===== src/rtl/rr_mux_arbiter_8.sv =====
// Round-robin arbiter for one shared 8:1 mux channel. It drives the mux select and a one-hot grant,
// and lets the holder keep the channel for bursts of up to MAX_BURST accepted beats.
module rr_mux_arbiter_8 #(
  parameter int MAX_BURST = 4
) (
  input  logic       clk,
  input  logic       rst_n,
  input  logic       en,
  input  logic [7:0] req,
  input  logic       out_ready,
  output logic [2:0] sel,
  output logic [7:0] gnt,
  output logic       out_valid,
  output logic [7:0] ack,
  output logic       busy
);

  typedef enum logic {
    IDLE  = 1'b0,
    GRANT = 1'b1
  } state_t;

  localparam logic [4:0] MAX_BURST_W = 5'(MAX_BURST);

  state_t     state_q, state_d;
  logic [2:0] sel_q, sel_d;
  logic [2:0] ptr_q, ptr_d;
  logic [7:0] gnt_q, gnt_d;
  logic [3:0] burst_cnt_q, burst_cnt_d;

  logic       req_sel;
  logic       beat;
  logic       release_grant;
  logic [4:0] burst_inc;
  logic [2:0] search_start;
  logic [2:0] winner;

  // First requester at or after p in circular order; scanning downward lets the nearest hit win.
  function automatic logic [2:0] pick(input logic [7:0] r, input logic [2:0] p);
    logic [2:0] idx;
    logic [2:0] res;
    res = p;
    for (int k = 7; k >= 0; k--) begin
      idx = p + 3'(k);
      if (r[idx]) res = idx;
    end
    return res;
  endfunction

  always_comb begin
    busy      = (state_q == GRANT);
    req_sel   = req[sel_q];
    out_valid = busy & req_sel;
    beat      = out_valid & out_ready;
    ack       = gnt_q & {8{beat}};
    sel       = sel_q;
    gnt       = gnt_q;
  end

  // A releasing holder restarts the search just past itself, so it is considered last.
  always_comb begin
    state_d       = state_q;
    sel_d         = sel_q;
    ptr_d         = ptr_q;
    gnt_d         = gnt_q;
    burst_cnt_d   = burst_cnt_q;
    release_grant = 1'b0;
    burst_inc     = {1'b0, burst_cnt_q} + 5'd1;
    search_start  = busy ? (sel_q + 3'd1) : ptr_q;
    winner        = pick(req, search_start);

    case (state_q)
      IDLE: begin
        if (en && (|req)) begin
          state_d     = GRANT;
          sel_d       = winner;
          gnt_d       = 8'h01 << winner;
          burst_cnt_d = 4'd0;
        end
      end
      GRANT: begin
        if (!req_sel) begin
          release_grant = 1'b1;
        end else if (out_ready) begin
          if ((burst_inc < MAX_BURST_W) && en) begin
            burst_cnt_d = burst_inc[3:0];
          end else begin
            release_grant = 1'b1;
          end
        end

        if (release_grant) begin
          ptr_d = sel_q + 3'd1;
          if (en && (|req)) begin
            sel_d       = winner;
            gnt_d       = 8'h01 << winner;
            burst_cnt_d = 4'd0;
          end else begin
            state_d = IDLE;
            gnt_d   = 8'h00;
          end
        end
      end
      default: begin
        state_d = IDLE;
        gnt_d   = 8'h00;
      end
    endcase
  end

  always_ff @(posedge clk or negedge rst_n) begin
    if (!rst_n) begin
      state_q     <= IDLE;
      sel_q       <= 3'd0;
      ptr_q       <= 3'd0;
      gnt_q       <= 8'h00;
      burst_cnt_q <= 4'd0;
    end else begin
      state_q     <= state_d;
      sel_q       <= sel_d;
      ptr_q       <= ptr_d;
      gnt_q       <= gnt_d;
      burst_cnt_q <= burst_cnt_d;
    end
  end

endmodule


===== config.mk =====
export PLATFORM = sky130hd
export DESIGN_NAME = rr_mux_arbiter_8
export DESIGN_NICKNAME = d
export VERILOG_FILES = /design/src/rtl/rr_mux_arbiter_8.sv
export SDC_FILE = /design/constraint.sdc
export NUM_CORES = 1
export LEC_CHECK = 0
export BUFFER_PORTS_ARGS = -buffer_cell sky130_fd_sc_hd__buf_2
export CORE_MARGIN = 1
export CORE_UTILIZATION = 50
export DETAILED_ROUTE_END_ITERATION = 12
export PLACE_DENSITY = 0.79
export SYNTH_ARGS = -nofsm -noshare
export SYNTH_HDL_FRONTEND = slang
export SYNTH_SLANG_ARGS = --single-unit

===== constraint.sdc =====
create_clock -name clk -period 3.6 [get_ports clk]
set_clock_uncertainty 0.15 [all_clocks]
set_input_delay 0.18 -clock clk [delete_from_list [all_inputs] [get_ports clk]]
set_output_delay 0.18 -clock clk [all_outputs]
set_load 0.005 [all_outputs]

# Word-level counts from Yosys, hierarchy flattened
# Cells that the tools add are included.
[classes] add_sub_neg=9 n_mul=0 div=0 magnitude_cmp=10 eq_ne=2 shift=1 n_mux=48 bitwise=4 n_reduce_logical=5
[ops] cell="less-than comparator 3 x 4 -> 1 bit (second input constant)" n=9
[ops] cell="two-way mux 3 bit" n=11
[ops] cell="binary-select mux 1 bit (select 3 bit)" n=9
[ops] cell="two-way mux 4 bit" n=6
[ops] cell="two-way mux 8 bit" n=3
[ops] cell="one-hot mux 8 bit (2 select lines)" n=1
[ops] cell="two-way mux 1 bit" n=15
[ops] cell="adder 3 bit (second input constant)" n=4
[ops] cell="bitwise AND 8 bit" n=1
[ops] cell="one-hot mux 4 bit (2 select lines)" n=1
[ops] cell="OR reduction 8 bit" n=1
[ops] cell="left shift 1 x 3 -> 8 bit (first input constant)" n=1
[ops] cell="adder 3 x 1 -> 3 bit (second input constant)" n=2
[ops] cell="adder 3 x 2 -> 3 bit (second input constant)" n=2
[ops] cell="one-hot mux 3 bit (2 select lines)" n=1
[ops] cell="adder 4 x 1 -> 5 bit (second input constant)" n=1
[ops] cell="less-than comparator 5 x 3 -> 1 bit (second input constant)" n=1
[ops] cell="AND reduction 2 bit" n=2
[ops] cell="bitwise AND 1 bit" n=2
[ops] cell="logical AND 1 bit" n=2
[ops] cell="inequality test 2 x 1 -> 1 bit (second input constant)" n=1
[ops] cell="inequality test 2 bit (second input constant)" n=1
[ops] cell="one-hot mux 1 bit (2 select lines)" n=1
[ops] cell="inverter 1 bit" n=1
[word_totals] ff_bits=19 latch_bits=0 ramBits=0 rom_bits=0 inputBits=12 out_inout_bits=21 word_cells=84 n_memories=0

# Logic depth before layout (Yosys ltp)
# Gate-level depths: netlist of run 1.
[logic_depth] depth_word=17 ltp_mapped=15 depth_no_buf=13

# Worst setup path after synthesis of run 1
# No wires, ideal clock.
[synth_timing] kind="reg-to-reg" startpoint="register sel_q[1], in the netlist sel[1]" endpoint="register gnt_q[6], in the netlist gnt[6]" setup_time_ns=0.121 arrival_time_ns=3.422 required_ns=3.329 setup_slack_ns=-0.093 stages_incl_launch_ff=13 n_path_buf=2 period_less_slack_ns=3.693 path_cell_list="dfrtp_1 > ha_1 > mux2_2 > clkbuf_1 > ha_1 > clkbuf_1 > mux2_2 > o21ai_0 > mux2i_1 > o41a_1 > o21ai_2 > nor2_1 > a22o_1"
[synth_between] elab_chain_cells=17 word_cells_on_any_way=44 cone_classes="add/sub (8); eq/ne (1); shift (1); mux (33); reduce/logical (1)"
[synth_lines] element="start: declaration" line_no="26" rtl="logic [2:0] sel_q, sel_d;"
[synth_lines] element="start signal: assignment" line_no="120" rtl="sel_q <= sel_d;"
[synth_lines] element="adder 3 x 1 -> 3 bit" line_no="69" rtl="search_start = busy ? (sel_q + 3'd1) : ptr_q;"
[synth_lines] element="two-way mux 3 bit" line_no="69"
[synth_lines] element="adder 3 bit" line_no="44" rtl="idx = p + 3'(k);"
[synth_lines] element="binary-select mux 1 bit (select 3 bit)" line_no="45" rtl="if (r[idx]) res = idx;"
[synth_lines] element="two-way mux 1 bit (not written as such)" line_no="45"
[synth_lines] element="two-way mux 3 bit (8 in series)" line_no="45"
[synth_lines] element="left shift 1 x 3 -> 8 bit" line_no="77, 96"
[synth_lines] element="two-way mux 8 bit" line_no="94" rtl="if (en && (|req)) begin"
[synth_lines] element="two-way mux 8 bit" line_no="92" rtl="if (release_grant) begin"
[synth_lines] element="one-hot mux 8 bit (2 select lines)" line_no="72" rtl="case (state_q)"
[synth_lines] element="end signal: assignment" line_no="122" rtl="gnt_q <= gnt_d;"
[synth_lines] element="end: declaration" line_no="28" rtl="logic [7:0] gnt_q, gnt_d;"
# Several ways; a longest one is shown, not always the timed one. The select of a mux whose other input is x is not followed.
# A chain may end at the register's enable or synchronous reset.

# Final worst setup path of run 1
[layout_timing] startpoint="register sel_q[0], in the netlist sel[0]" endpoint="register gnt_q[5], in the netlist gnt[5]"
# The elaborated chain is that of the path after synthesis.

==> results of run 1 <==
-- cells by family (layout without fill, tap and decap cells) --
| family | Yosys count | after routing |
|---|---|---|
| buffers and inverters | 13 | 51 |
| flip-flops | 19 | 19 |
| adder cells (fa/ha/maj) | 4 | 4 |
| AND/OR/NAND/NOR | 84 | 84 |
| multiplexers | 30 | 30 |
| AO/OA/AOI/OAI | 71 | 71 |
| XOR/XNOR | 6 | 6 |
-- cell usage in the layout, fill, tap and decap left out, types with 3 or more instances in the layout --
cell / n
o21ai_1: 5
o22ai_1: 3
mux2i_1: 15
and2_1: 5
ha_1: 3
mux2_2: 10
clkbuf_8: 3
buf_4: 10
a21oi_1: 14
and3_1: 9
nand2_1: 27
nand3_1: 12
buf_2: 32
nor3_1: 6
a211oi_1: 7
inv_1: 4
dfrtp_1: 19
a22o_1: 5
o21ai_0: 14
nor2_1: 8
-- area by class of cell --
type                            instances  share of cell area
Multi-Input combinational cell        195               0.628
Inverter                                4             0.00662
Clock inverter                          1             0.00331
Timing Repair Buffer                   43               0.108
Tap cell                               48              0.0265
Sequential cell                        19               0.209
Clock buffer                            3              0.0182
-- path summary, 6_finish.rpt --
check	from	to	slack (ns)	cells after the start
min	en	busy	0.02	3
max in group asynchronous	rst_n	gnt[6]	2.77	2
max	sel[0]	gnt[5]	0.18	11
min reg2reg	burst_cnt_q[3]	burst_cnt_q[3]	0.35	1
min in group asynchronous	rst_n	burst_cnt_q[1]	0.23	2
max reg2reg	sel[0]	gnt[5]	0.18	11
-- flip-flops by register name (all words and copies together), names as in the netlist --
register and cells:
ptr_q 3, sel 3, busy 1, burst_cnt_q 4, gnt 8
-- critical path: stages, from the launching register on --
cell	delay, ns
dfrtp_1	0.39
ha_1	0.34
mux2_2	0.31
ha_2	0.40
mux2_2	0.34
o21ai_1	0.20
o221a_1	0.26
and3b_2	0.22
o211a_1	0.22
o21ai_1	0.12
nand2b_1	0.20
o21ai_0	0.18
-- per-layer routing --
metal	global-route usage	wire [um]	up-vias
li1	-	-	943
met1	0.368	2330	913
met2	0.431	2390	77
met3	0.0158	302	7
met4	0.0722	68	0
met5	0	0	-
-- cell usage after synthesis (all sizes together) (3+ instances only) --
cell / n
a22o: 5
clkbuf: 3
nor2: 8
buf: 6
ha: 4
nor3: 7
a21oi: 15
mux2: 11
mux2i: 17
nand2: 29
xnor2: 4
a211oi: 7
and3: 10
o22ai: 3
dfrtp: 19
nand3: 12
inv: 4
o21ai: 21
and2: 7
-- metrics by stage --
step	std cells	hold WS (ns)	cell area [um2]
3_3_place_gp	308	-0.0118	2200
5_1_grt	313	0.0448	2270
2_1_floorplan	227	-0.266	1970
3_5_place_dp	308	-0.0118	2200
6_report	313	0.0176	2270
4_1_cts	313	0.0153	2260
-- what timing repair did --
item,in CTS,in global routing
hold endpoints to repair,19,0
setup endpoints to repair,0,9
gates resized for setup,0,4
buffers inserted,0,0
hold buffers,1,0
==> results.ini, run 1 <==
[logic_synthesis]
synthTopCellsByArea=dfrtp_1 (24%), mux2i_1 (7.6%), mux2_2 (5.7%)
ys_warn_count=0
synth_xor_area_frac=0.0457
syn_avg_cell_area_um2=8.68
synth_top_flop_cell=dfrtp_1
synthMuxAreaShare=0.178
synth_top_family_by_area=compound AO/OA/AOI/OAI gates
synthesis.nets=243
synth-async-reset-ratio=1.00
synth_top_area_frac=0.241
ys_ff_latch=19
seq_area_frac_synth=0.241
synth_compound_area_frac=0.246
synth-simple-area-share=0.222
syn_area_um2=1970
synthAdderAreaFrac=0.0254
synth_edf_count=0
ys_types=60
synth_top_cell_by_area=dfrtp_1
synth_cells=227

[final_layout]
diodes=0
regArea_um2=475
multi_input_comb_area_um2=1430
syn2layout_area_growth_pct=15.2
fill_cells=323
final_util=0.611
final_nets=282
drive_gt1_frac=0.294

[floorplanning]
core_um2=3720
die_x_um=64.8
start_util=0.530
ios=33
die_h_um=64.8
die_area_um2=4200
core.rowCount=22

[worst_setup_path]
cp_data_arrival_time_ns=3.44
critical_path_required_ns=3.62
crit_type=reg -> reg
cp-end-kind=register
start_kind=register
crit_path_max_fanout=5

[cts]
cts.sinks=19
cts_buffers=3
clkLatencyLatePin_ns=0.27
clockRootBuffer=clkbuf_8
cts_tree=built
clock_tree.buffer_depth=2
htreeDepth=1
clk_pin_slew_worst_paths_ns=0.08

[placement]
place.detailed.hpwl_um=3980
pre_cts_slack_ns=0.136
gp_congestion=0.945
io_buffers=32

[sta]
tns_ns=0
max_clock_freq_ghz=0.292
post-route-min-period_ns=3.42
finalCritPeriodShare=0.950
finalSetupViolCount=0
maxSlewViolCount=0
setup_ws_ns=0.181
rsz0062_at_grt=false
relSlewSlack=0.622
tightest_slew_ns=0.563
hold_viol=0

[routing]
drt_iter0_drc=143
viasPerCell=6.20
drt-total-wl_um=5080
route.detailed.drc=0
vias=1940
first_pass_iters=4
ant_nets=0
drt-wirelength-per-cell_um=16.2

[global_route]
grt_max_degree=20
antenna_found_initial=0
overflow=0
gr-usage-all-layers=0.262
grt_pass1_wl_um=8660
grt_pass1_vias=1840

[flow_run]
cap_violations=0

[run_status]
status=complete, no violations

[min_path]
hold_path.class=in -> reg

Power of run 1 is not shown: default switching activity piles up to over one toggle a cycle in this logic, so the estimate is an artifact.
==> run 2: changes to the inputs <==
--- a/config.mk
+++ b/config.mk
@@ -8,6 +8,7 @@
 export BUFFER_PORTS_ARGS = -buffer_cell sky130_fd_sc_hd__buf_2
 export CORE_MARGIN = 1
 export CORE_UTILIZATION = 50
+export CTS_BUF_LIST = sky130_fd_sc_hd__clkbuf_4
 export DETAILED_ROUTE_END_ITERATION = 12
 export PLACE_DENSITY = 0.79
 export SYNTH_ARGS = -nofsm -noshare
==> run 2 against run 1 <==
Sequential share of layout area about the same. Worst setup slack improved by 0.036 ns. Die area unchanged. Global-route usage decreased by 0.19 points. Critical path type unchanged. Fmax is 1.1% higher. Wire length barely moved. Flip-flop and latch count unchanged. Highest routed layer unchanged.
==> results.ini, run 2 (synthesized netlist as in run 1, its figures left out) <==
[final_layout]
diodes=0  ; unchanged
drive_gt1_frac=0.305  ; was 0.294
layout_common_cells=buf_2 (32), nand2_1 (27), dfrtp_1 (18)  ; was buf_2 (32), nand2_1 (27), dfrtp_1 (19)
final_nets=283  ; was 282
syn2layout_area_growth_pct=15.6  ; was 15.2%
layout_commonest_cell=buf_2  ; unchanged
largest_reg_flops=8  ; unchanged
fill_cells=323  ; unchanged

[worst_setup_path]
start_kind=register  ; unchanged
reg2regPathDepth=12  ; was 11
crit_type=reg -> reg  ; unchanged
crit_path_max_fanout=8  ; was 5
cp_data_arrival_time_ns=3.44  ; about the same
cp-end-kind=register  ; unchanged
critical_path_required_ns=3.66  ; was 3.62 ns

[sta]
max_clock_freq_ghz=0.296  ; was 0.292 GHz
finalCritPeriodShare=0.940  ; was 0.950
maxSlewViolCount=0  ; unchanged
tightest_slew_ns=0.565  ; was 0.563 ns
tns_ns=0  ; unchanged
finalSetupViolCount=0  ; unchanged
hold_viol=0  ; unchanged
rsz0062_at_grt=false  ; unchanged
relSlewSlack=0.621  ; was 0.622
post-route-min-period_ns=3.38  ; was 3.42 ns

[floorplanning]
core.rowCount=22  ; unchanged
die_h_um=64.8  ; unchanged
start_util=0.530  ; unchanged
ios=33  ; unchanged
core_um2=3720  ; unchanged
die_area_um2=4200  ; unchanged
die_x_um=64.8  ; unchanged

[cts]
cts.sinks=19  ; unchanged
cts_buffers=3  ; unchanged
htreeDepth=1  ; unchanged
clk_pin_slew_worst_paths_ns=0.13  ; was 0.08 ns
cts_tree=built  ; unchanged
clock_tree.buffer_depth=2  ; unchanged
cts_setup_buffers=0  ; unchanged
clockRootBuffer=clkbuf_4  ; was clkbuf_8
clkLatencyLatePin_ns=0.30  ; was 0.27 ns

[placement]
place.detailed.hpwl_um=3980  ; unchanged
io_buffers=32  ; unchanged
gp_congestion=0.945  ; unchanged

[global_route]
grt_pass1_vias=1839  ; was 1,840
grt_pass1_wl_um=8650  ; was 8660 um
antenna_found_initial=0  ; unchanged
overflow=0  ; unchanged
gr-usage-all-layers=0.260  ; was 0.262
grt_max_degree=20  ; unchanged

[min_path]
hold_path.class=in -> reg  ; unchanged
worstHoldPathCells=5  ; was 3

[routing]
drt-wirelength-per-cell_um=16.2  ; about the same
drt_iter0_drc=117  ; was 143
first_pass_iters=4  ; unchanged
viasPerCell=6.29  ; was 6.20
route.detailed.drc=0  ; unchanged
ant_nets=0  ; unchanged
vias=1976  ; was 1,940
drt-total-wl_um=5080  ; about the same

[flow_run]
cap_violations=0  ; unchanged

[run_status]
status=complete, no violations  ; unchanged

[run 2: metrics by stage]
stage	std cells	instance area, um2	setup slack (ns)	hold slack [ns]	utilization
global placement	308	2200	0.202	-0.0118	0.592
floorplan	227	1970	0.0200	-0.266	-
finish	314	2280	0.217	0.155	0.613
detailed placement	308	2200	0.136	-0.0118	0.592
global route	314	2280	0.0452	0.194	0.613
CTS	314	2250	0.0831	0.146	0.605
[run 2: area by class of cell]
type | count | area, um2 | area share
Clock buffer | 3 | 22.5 | 0.00989
Clock inverter | 1 | 7.51 | 0.00330
Inverter | 4 | 18.8 | 0.00824
Multi-Input combinational cell | 195 | 1440 | 0.631
Sequential cell | 19 | 477 | 0.209
Tap cell | 48 | 60.1 | 0.0264
Timing Repair Buffer | 44 | 255 | 0.112
[run 2: repair_timing]
item,in CTS,in global routing
hold buffers,2,0
hold endpoints to repair,20,0
setup endpoints to repair,0,9
gates resized for setup,0,8
[run 2: path summary, 6_finish.rpt]
check / start / slack (ns) / endpoint
max: busy / 0.22 / gnt[5]
min: req[7] / 0.16 / busy
max reg2reg: busy / 0.22 / gnt[5]
min reg2reg: burst_cnt_q[3] / 0.36 / burst_cnt_q[3]
max in group asynchronous: rst_n / 2.79 / busy
min in group asynchronous: rst_n / 0.19 / burst_cnt_q[1]
[run 2: layer usage]
layer / global-route usage / part of all wire / routed length (um)
met1: 0.371 / 0.47 / 2370
met2: 0.424 / 0.46 / 2350
met3: 0.0211 / 0.065 / 328
met4: 0.0556 / 0.0077 / 39
met5: 0 / 0 / 0
[run 2: critical path, cell delays in order, from the launching register on]
cell	delay, ns
dfrtp_2	0.49
or2_1	0.29
nand2_4	0.09
clkinvlp_4	0.17
ha_4	0.35
mux2_2	0.33
o21ai_1	0.21
o221a_1	0.28
and3b_2	0.22
o211a_1	0.22
o21ai_1	0.12
nand2b_1	0.20
o21ai_0	0.18
Power of run 2 is left out for the same reason.
